File: src/rtl/seg_scan_ctrl_pkg.sv
// Shared constants, state type and helpers for the six-digit display scanner.
package seg_scan_ctrl_pkg;

    localparam int NUM_DIGITS = 6;

    // Segment patterns {g,f,e,d,c,b,a}, active-low
    localparam logic [6:0] SEG_0    = 7'h40;
    localparam logic [6:0] SEG_1    = 7'h79;
    localparam logic [6:0] SEG_2    = 7'h24;
    localparam logic [6:0] SEG_3    = 7'h30;
    localparam logic [6:0] SEG_4    = 7'h19;
    localparam logic [6:0] SEG_5    = 7'h12;
    localparam logic [6:0] SEG_6    = 7'h02;
    localparam logic [6:0] SEG_7    = 7'h78;
    localparam logic [6:0] SEG_8    = 7'h00;
    localparam logic [6:0] SEG_9    = 7'h10;
    localparam logic [6:0] SEG_DASH = 7'h3F;
    localparam logic [6:0] SEG_OFF  = 7'h7F;

    // Field currently under adjustment
    localparam logic [1:0] ADJ_NONE = 2'b00;
    localparam logic [1:0] ADJ_SEC  = 2'b01;
    localparam logic [1:0] ADJ_MIN  = 2'b10;
    localparam logic [1:0] ADJ_HOUR = 2'b11;

    typedef enum logic {
        ST_BLANK = 1'b0,
        ST_DRIVE = 1'b1
    } scan_state_e;

    // True when the digit at this index belongs to the field being adjusted
    function automatic logic inAdjustField(input logic [2:0] index, input logic [1:0] adjust);
        logic hit;
        hit = 1'b0;
        case (adjust)
            ADJ_SEC:  hit = (index == 3'd0) || (index == 3'd1);
            ADJ_MIN:  hit = (index == 3'd2) || (index == 3'd3);
            ADJ_HOUR: hit = (index == 3'd4) || (index == 3'd5);
            default:  hit = 1'b0;
        endcase
        return hit;
    endfunction

    // Separator dots sit after the hour and minute pairs (hh.mm.ss)
    function automatic logic hasDot(input logic [2:0] index);
        return (index == 3'd2) || (index == 3'd4);
    endfunction

endpackage

File: src/rtl/seg_scan_ctrl_decode.sv
// BCD to 7-segment decoder; non-decimal codes show a dash.
module seg_scan_ctrl_decode
    import seg_scan_ctrl_pkg::*;
(
    input  logic [3:0] i_bcd,
    output logic [6:0] o_seg
);

    // Pure lookup, dp is added by the scanner
    always_comb begin
        o_seg = SEG_DASH;
        case (i_bcd)
            4'd0:    o_seg = SEG_0;
            4'd1:    o_seg = SEG_1;
            4'd2:    o_seg = SEG_2;
            4'd3:    o_seg = SEG_3;
            4'd4:    o_seg = SEG_4;
            4'd5:    o_seg = SEG_5;
            4'd6:    o_seg = SEG_6;
            4'd7:    o_seg = SEG_7;
            4'd8:    o_seg = SEG_8;
            4'd9:    o_seg = SEG_9;
            default: o_seg = SEG_DASH;
        endcase
    end

endmodule

File: src/rtl/seg_scan_ctrl.sv
// Six-digit multiplexed display scanner with per-frame shadowing and field blink.
module seg_scan_ctrl
    import seg_scan_ctrl_pkg::*;
#(
    parameter int CLK_FREQ_HZ = 50_000_000,
    parameter int SCAN_HZ     = 1_000,
    parameter int BLINK_HZ    = 2
) (
    input  logic       i_clk,
    input  logic       i_reset_n,
    input  logic [3:0] i_hour_h,
    input  logic [3:0] i_hour_l,
    input  logic [3:0] i_minut_h,
    input  logic [3:0] i_minut_l,
    input  logic [3:0] i_second_h,
    input  logic [3:0] i_second_l,
    input  logic [1:0] i_adjust_cnt,
    output logic [5:0] o_seg_sel,
    output logic [7:0] o_seg_data,
    output logic       o_frame_done
);

    localparam int DIV     = CLK_FREQ_HZ / SCAN_HZ;
    localparam int HALF    = CLK_FREQ_HZ / (2 * BLINK_HZ);
    localparam int DIV_W   = $clog2(DIV);
    localparam int BLINK_W = $clog2(HALF + 1);

    logic [DIV_W-1:0]               r_preCnt;
    logic [BLINK_W-1:0]             r_blinkCnt;
    logic                           r_phase;
    scan_state_e                    r_state;
    logic [2:0]                     r_index;
    logic [NUM_DIGITS-1:0][3:0]     r_digits;
    logic [1:0]                     r_adjust;
    logic [5:0]                     r_segSel;
    logic [7:0]                     r_segData;
    logic                           r_frameDone;

    logic                           w_tick;
    logic                           w_capture;
    logic                           w_adjChange;
    scan_state_e                    w_nextState;
    logic [2:0]                     w_nextIndex;
    logic [NUM_DIGITS-1:0][3:0]     w_inDigits;
    logic [NUM_DIGITS-1:0][3:0]     w_nextDigits;
    logic [1:0]                     w_nextAdjust;
    logic [BLINK_W-1:0]             w_nextBlinkCnt;
    logic                           w_nextPhase;
    logic [6:0]                     w_segCode;
    logic [5:0]                     w_nextSel;
    logic [7:0]                     w_nextData;
    logic                           w_nextFrameDone;

    assign w_tick      = (r_preCnt == DIV_W'(DIV - 1));
    assign w_inDigits  = {i_hour_h, i_hour_l, i_minut_h, i_minut_l, i_second_h, i_second_l};

    // The BLANK cycle in front of digit 0 (including the reset state) latches a whole frame
    assign w_capture    = (r_state == ST_BLANK) && (r_index == 3'd0);
    assign w_adjChange  = w_capture && (i_adjust_cnt != r_adjust);
    assign w_nextDigits = w_capture ? w_inDigits : r_digits;
    assign w_nextAdjust = w_capture ? i_adjust_cnt : r_adjust;

    // Free-running prescaler producing the digit-advance tick
    always_ff @(posedge i_clk or negedge i_reset_n) begin
        if (!i_reset_n) begin
            r_preCnt <= '0;
        end else if (w_tick) begin
            r_preCnt <= '0;
        end else begin
            r_preCnt <= r_preCnt + DIV_W'(1);
        end
    end

    // Blink phase; a new adjust field restarts in its visible half
    always_comb begin
        w_nextBlinkCnt = r_blinkCnt + BLINK_W'(1);
        w_nextPhase    = r_phase;
        if (w_adjChange) begin
            w_nextBlinkCnt = '0;
            w_nextPhase    = 1'b0;
        end else if (r_blinkCnt == BLINK_W'(HALF - 1)) begin
            w_nextBlinkCnt = '0;
            w_nextPhase    = ~r_phase;
        end
    end

    // Scan FSM next state: one BLANK cycle between digits, index moves on the tick
    always_comb begin
        w_nextState = r_state;
        w_nextIndex = r_index;
        case (r_state)
            ST_BLANK: w_nextState = ST_DRIVE;
            ST_DRIVE: begin
                if (w_tick) begin
                    w_nextState = ST_BLANK;
                    w_nextIndex = (r_index == 3'(NUM_DIGITS - 1)) ? 3'd0 : r_index + 3'd1;
                end
            end
            default:  w_nextState = ST_BLANK;
        endcase
    end

    seg_scan_ctrl_decode u_decode (
        .i_bcd (w_nextDigits[w_nextIndex]),
        .o_seg (w_segCode)
    );

    // Outputs are computed from next-state values so select and data land together
    always_comb begin
        w_nextSel       = 6'h3F;
        w_nextData      = 8'hFF;
        w_nextFrameDone = 1'b0;
        if (w_nextState == ST_DRIVE) begin
            w_nextSel = ~(6'b000001 << w_nextIndex);
            if (!(w_nextPhase && inAdjustField(w_nextIndex, w_nextAdjust))) begin
                w_nextData = {~hasDot(w_nextIndex), w_segCode};
            end
        end else if (r_state == ST_DRIVE) begin
            w_nextFrameDone = (w_nextIndex == 3'd0);
        end
    end

    // State, shadow, blink and output registers
    always_ff @(posedge i_clk or negedge i_reset_n) begin
        if (!i_reset_n) begin
            r_state     <= ST_BLANK;
            r_index     <= 3'd0;
            r_digits    <= '0;
            r_adjust    <= ADJ_NONE;
            r_blinkCnt  <= '0;
            r_phase     <= 1'b0;
            r_segSel    <= 6'h3F;
            r_segData   <= 8'hFF;
            r_frameDone <= 1'b0;
        end else begin
            r_state     <= w_nextState;
            r_index     <= w_nextIndex;
            r_digits    <= w_nextDigits;
            r_adjust    <= w_nextAdjust;
            r_blinkCnt  <= w_nextBlinkCnt;
            r_phase     <= w_nextPhase;
            r_segSel    <= w_nextSel;
            r_segData   <= w_nextData;
            r_frameDone <= w_nextFrameDone;
        end
    end

    assign o_seg_sel    = r_segSel;
    assign o_seg_data   = r_segData;
    assign o_frame_done = r_frameDone;

endmodule

File: config.mk
export PLATFORM = sky130hd
export DESIGN_NAME = seg_scan_ctrl
export DESIGN_NICKNAME = d
export VERILOG_FILES = /design/src/rtl/seg_scan_ctrl_pkg.sv /design/src/rtl/seg_scan_ctrl_decode.sv /design/src/rtl/seg_scan_ctrl.sv
export SDC_FILE = /design/constraint.sdc
export NUM_CORES = 1
export LEC_CHECK = 0
export ABC_CLOCK_PERIOD_IN_PS = 3100
export CAP_MARGIN = 0
export CORE_UTILIZATION = 57
export DETAILED_ROUTE_END_ITERATION = 12
export PLACE_DENSITY = 0.8
export SLEW_MARGIN = 15
export SYNTH_ARGS = -nofsm -noshare
export SYNTH_HDL_FRONTEND = slang
export SYNTH_SLANG_ARGS = --single-unit
File: constraint.sdc
create_clock -name i_clk -period 3.1 [get_ports i_clk]
set_input_delay 0.62 -clock i_clk [delete_from_list [all_inputs] [get_ports i_clk]]
set_output_delay 0.62 -clock i_clk [all_outputs]
set_load 0.03 [all_outputs]
==> flow_summary.yaml <==
logic_synthesis:
  yosys-top-cells-area: "dfrtp_1 (41%), dfstp_2 (8.3%), mux2_2 (5.8%)"
  ys_seq_elements: 86
  async_flop_share_pct: 100
  synthTopCellsByCount: "dfrtp_1 (72), nor2_1 (50), nand2_1 (32), xor2_1 (24), mux2_2 (23)"
  ys_types: 60
  syn_avg_cell_area_sq_um: 10.6
  synth.most_common_cell: "dfrtp_1"
  yosysTopAreaCellShare_pct: 40.5
  ys_seq_area_share_pct: 48.8
  synth_warnings: 0
  synthCells: 421
  synth_edf_count: 0
  synth.largest_area_cell: "dfrtp_1"
  syn-num-nets: 456
  synth_ff_type: "dfrtp_1"
  synthesis.area_sq_mm: 0.00445
layout:
  finish.utilization_pct: 71.4
  n_antenna_cell: 0
  syn_to_final_growth_pct: 18.9
  fin_nets: 512
  drive_gt1_share_pct: 18.9
run:
  maxCapViolations: 0
clocking:
  clk_pin_slew_ns: 0.09
  cts_buffers: 9
  cts_tree: "done"
  cts_num_sinks: 86
  root_buffer: "clkbuf_8"
  clockBufferDepth: 2
  ctsHoldBuffers: 0
  clock_latency_ns: 0.36
  h-tree-depth: 3
place:
  dp_slack_ns: 0.160
  port_buffers: 42
  gp_congestion: 0.893
  dp_hpwl_mm: 6.49
sta:
  whs_ns: 0.304
  fin_tns_setup_ns: 0
  min_period_over_period_pct: 95.8
  slew_headroom_pct: 49.6
  post-route-min-period_ns: 2.97
  finalWorstSetupSlack_ns: 0.129
  setup_viol: 0
  fmax_mhz: 337
  tightest_slew_ns: 0.756
  final_max_slew_viol_count: 0
  skew_ns: 0.0126
  hold_viol_final: 0
worst_setup_path:
  cp-end-kind: "flop"
  r2r_start: "r_preCnt[11]"
  cp_max_fo: 7
  r2r-end: "o_seg_data[3]"
  r2r_cells: 10
  crit_required_ns: 3.37
  crit_arrival_ns: 3.25
  crit_type: "reg -> reg"
  critPathLaunchType: "flop"
  reg2reg_setup_slack_ns: 0.13
min_path:
  hold_class: "in -> async"
global_route:
  grt_overflow_total: 0
  grt_pass1_vias: 3225
  antenna_found_initial: 0
  grt_pass1_wl_mm: 15.7
  track_usage_pct: 24.1
  grt_max_degree: 87
status:
  status: "finished clean"
pwr:
  peakVddDrop_mv: 0.217
  p_leak_nw: 2.26
  power_density_mw_per_mm2: 438
  finalPower_mw: 2.32
route:
  drt_iter0_drc: 219
  first_pass_iters: 4
  drc: 0
  ant_nets: 0
  wl_per_cell_um: 15.9
  vias: 3325
  avgViaCountPerCell: 5.72
  drt_wl_total_mm: 9.26
floorplan:
  fp.dieW_um: 90.3
  ios: 43
  initial_core_util_pct: 60.0
  die_area_sq_mm: 0.00816
  die_h_um: 90.3
  core-area_sq_mm: 0.00741
  num_rows: 31
flip-flops by register name (all words and copies together), names as in the netlist:
| signal | flops |
|---|---|
| r_preCnt | 16 |
| r_adjust | 2 |
| r_digits | 24 |
| r_state | 1 |
| o_seg_data | 8 |
| r_index | 3 |
| o_frame_done | 1 |
| o_seg_sel | 6 |
| r_blinkCnt | 24 |
| r_phase | 1 |
where the power goes:
part           switching (mW)  total [mW]  internal (mW)
combinational           0.125       0.248          0.123
sequential             0.0584        1.25           1.20
clock                   0.397       0.814          0.417
total                   0.581        2.32           1.74
metrics by stage:
step	std cells	area, sq um
2_1_floorplan	421	4450
3_3_place_gp	557	5010
3_5_place_dp	557	5010
4_1_cts	573	5220
5_1_grt	581	5290
6_report	581	5290
layout by cell type, fill, tap and decap left out, types with 2 or more instances in the layout:
cell,Yosys,routed
clkdlybuf4s50_1,0,41
nand4_1,8,8
nand2_1,32,32
mux2i_1,19,19
or2_2,2,2
dfrtp_1,72,71
o211ai_1,5,5
nor2_1,50,50
clkinv_2,0,2
nor4_4,2,2
or3_1,4,4
xnor2_1,13,13
nor3_1,13,13
a21oi_1,7,7
buf_4,1,19
or4b_4,2,2
nor4_1,3,3
nor2b_1,5,5
o21ai_1,4,4
a31oi_1,4,4
clkbuf_8,0,11
a21boi_0,3,2
and3_1,8,8
nand3_1,19,19
o31ai_1,3,3
mux2_2,23,23
inv_1,12,12
ha_1,7,7
clkinv_1,2,2
nor4b_1,4,3
o21ai_0,7,7
nand2b_1,3,3
xor2_1,24,24
o211a_1,2,2
a211oi_1,3,3
dfstp_2,14,14
o31a_1,2,2
layer usage:
layer / vias to the layer above / share of wire [%] / GRT usage [%]
li1: 1591 / - / -
met1: 1604 / 46 / 34.5
met2: 109 / 47 / 37.3
met3: 21 / 5.2 / 4.21
met4: 0 / 2.1 / 8.20
met5: - / 0 / 0
logic make-up after synthesis:
family | count (synthesis) | share of synthesized area [%]
and+or+nand+nor | 161 | 19.1
xor gates and xnor gates | 37 | 7.29
DFF | 86 | 48.8
muxes | 42 | 10.1
AOI/OAI and AO/OA | 55 | 9.54
adders and majority gates | 7 | 1.97
buffers and inverters | 33 | 3.23
worst max path at each step:
stage | cells after the start | to | from
final | 10 | o_seg_data[3] | r_preCnt[11]
after global routing | 10 | o_seg_data[3] | r_preCnt[11]
after CTS | 9 | o_seg_data[3] | r_preCnt[4]
after detailed placement | 9 | o_seg_data[0] | r_preCnt[4]
after global placement | 9 | o_seg_data[3] | r_preCnt[4]
after floorplan | 12 | o_seg_data[3] | r_state
worst max-delay path, stage by stage, from the launching register on:
cell	delay [ns]
dfrtp_2	0.45
or4b_4	0.58
or4_4	0.59
buf_4	0.16
nor4b_2	0.27
a31oi_1	0.08
nor4b_4	0.15
ha_1	0.31
inv_1	0.07
mux2i_1	0.07
o211ai_1	0.17
cell type report:
type / count / area, sq um
clock inverter: 5 / 56.3
inverter: 15 / 56.3
tap: 99 / 124
sequential: 86 / 2170
timing repair buffer: 63 / 589
clock buffer: 11 / 151
multi-input combinational: 302 / 2140
fill: 531 / 2120
what timing repair did:
action                                  in CTS  in global routing
endpoints found under the setup margin       0                  4
gates resized for setup                      0                  3
buffers inserted                             0                  8
Note: power is estimated with default switching activity, not from simulation.
==> RTL edit (same settings) <==
Change the parameter `SCAN_HZ` from 1_000 to 2_000.
--- a/src/rtl/seg_scan_ctrl.sv
+++ b/src/rtl/seg_scan_ctrl.sv
@@ -3,7 +3,7 @@
     import seg_scan_ctrl_pkg::*;
 #(
     parameter int CLK_FREQ_HZ = 50_000_000,
-    parameter int SCAN_HZ     = 1_000,
+    parameter int SCAN_HZ     = 2_000,
     parameter int BLINK_HZ    = 2
 ) (
     input  logic       i_clk,
Formal check against the unedited RTL: no difference found for any inputs over 10 cycles, from zero or initial values and one cycle with i_reset_n low; that may be too few to reach the edited logic, so the function may still have changed.
==> RTL edit against the original RTL <==
  * Via count decreased by 4.9%
  * Sequential share of layout area increased by 0.072 points
  * Synthesized cell count shrank 5.9%
  * Cell area decreased by 1.3%
  * Setup slack lost 0.027 ns
  * Core utilization increased by 0.18 points
  * Combinational power shrank 35%
  * First-iteration DRC count shrank 14%
  * Synthesized area down 3.2%
  * Total power decreased by 9.0%
  * Sequential cell count is 1 lower
  * Wire length decreased by 6.4%
  * Critical path depth is 1 higher
  * Sequential power down 8%
  * Critical endpoint unchanged
  * Largest cell class unchanged
==> RTL edit: results (changes against the original RTL) <==
* Max Fanout on Critical Path at 17 (+10)
* M3 GR Usage at 0.0388 (-0.00331)
* Unique masters post-synth at 56 (-6.7%)
* Clock Power Share at 0.376 (+0.025)
* Clk_lat worst skew at 0.35 ns
* Met2 Wirelength at 4.17 mm (-3.3%)
* Synth Area in Compound Gates at 0.0997 (+0.00429)
* Nets@finish at 493 (-3.7%)
* Path depth of the worst reg2reg path at 11 (+1)
* Int Pwr at 1620 µW (-6.7%)
* Slowest CP cell: or4b_4
* Met3 routed wirelength at 336 µm (-31%)
* Largest regs: r_blinkCnt (24), r_digits (24), r_preCnt (15)
* Final hold slack at 0.453 ns (+0.149 ns)
* Starting DRT DRC Count at 189 (-14%)
* Skew final at 0.0155 ns (+0.00296 ns)
* Max Buffers Root-to-Sink at 2 (unchanged)
* Met2 usage at 0.403 (+0.0300)
* Via count at 3162 (-4.9%)
* Worst slew pin tran at 1.01 ns (+0.258 ns)
* Top sig layer: met4
* Largest net degree at the start of global routing at 86 (-1.1%)
* Seq pwr share at 0.547 (+0.005)
* Detailed placer's ending HPWL at 6.17 mm (-4.8%)
* Maximum vdd drop at 259 µV (+19%)
* P_leak at 0.00228 µW (+0.88%)
* Metal1 wirelength at 3.99 mm (-6.6%)
* Adder-cell share of the synthesized area at 0.0203 (+0.000646)
* Total GRT Usage at 0.244 (+0.00334)
* Routability cong. at 0.878 (-1.7%)
* Number of global-route vias before repair at 3128 (-3.0%)
* Delay-heaviest family, CP: simple AND/OR/NAND/NOR gates
* Seq/Total Area, Yosys at 0.498 (+0.0102)
* Global-route wire length before repair at 14.6 mm (-6.8%)
* Arr. time, crit path at 3.27 ns (+0.02 ns)
* R2R setup slack at 0.10 ns (-0.03 ns)
* Met1 usage at 0.332 (-0.0128)
* Wire per inst at 15.4 µm (-3.3%)
* Share of layout cells above drive strength 1 at 0.205 (+0.0164)
* Outcome: finished, final reports clean
* Synth top cells by count: 71 x dfrtp_1, 46 x nor2_1, 25 x nand2_1
* CP Launch Point: r_preCnt[9]$_DFF_PN0_
* Post-Syn Nets at 431 (-5.5%)
* Mux contribution to synthesized area at 0.0851 (-0.0159)
* Top FF cell, synth: dfrtp_1
* Area contributors post-synth: dfrtp_1 41%, dfstp_2 8.5%, mux2_2 5.5%
-- RTL edit: cell types whose count changed after synthesis, sizes merged, moves of 5 or more --
| cell | delta |
|---|---|
| xnor2 | +9 |
| nand2 | -8 |
| inv | +7 |
| xor2 | -7 |
| mux2i | -6 |
| nor3 | -6 |
| a21oi | -5 |
| clkbuf | -5 |
| o211ai | +5 |
| o21ai | -5 |
-- RTL edit: worst min-delay path by stage --
stage	end	cells after the start
6_report	r_digits[16]$_DFF_PN0_	1
5_1_grt	r_blinkCnt[0]$_DFF_PN0_	1
4_1_cts	r_digits[16]$_DFF_PN0_	1
3_5_place_dp	r_digits[8]$_DFF_PN0_	2
3_3_place_gp	r_preCnt[0]$_DFF_PN0_	1
2_1_floorplan	o_frame_done$_DFF_PN0_	0
-- RTL edit: cells by family after synthesis --
| family | count (synthesis) |
|---|---|
| adders and majority gates | 7 |
| xor gates and xnor gates | 39 |
| buffers and inverters | 34 |
| muxes | 34 |
| AOI/OAI and AO/OA | 51 |
| DFF | 85 |
| and+or+nand+nor | 146 |
-- RTL edit: cell type report --
class	count	area (µm²)	area share
clock buffer	10	138	0.0264
clock inverter	6	70.1	0.0134
inverter	20	77.6	0.0149
multi-input combinational	277	2070	0.396
sequential	85	2150	0.411
tap	99	124	0.0237
timing repair buffer	65	598	0.115
-- RTL edit: repair_timing --
item	4_1_cts	5_1_grt
setup endpoints to repair	2	7
pin swaps	0	5
hold buffers	0	0
resized for setup	1	9
setup buffers	0	7
-- RTL edit: through the flow --
stage	area [µm²]	util	cells	setup slack [ns]	total power, µW
global placement	4910	0.673	539	0.160	1330
floorplan	4310	-	396	0.121	1250
global route	5220	0.716	562	-0.00824	2190
detailed placement	4910	0.673	539	-0.0324	1340
finish	5220	0.716	562	0.102	2110
CTS	5120	0.702	555	0.0330	2130
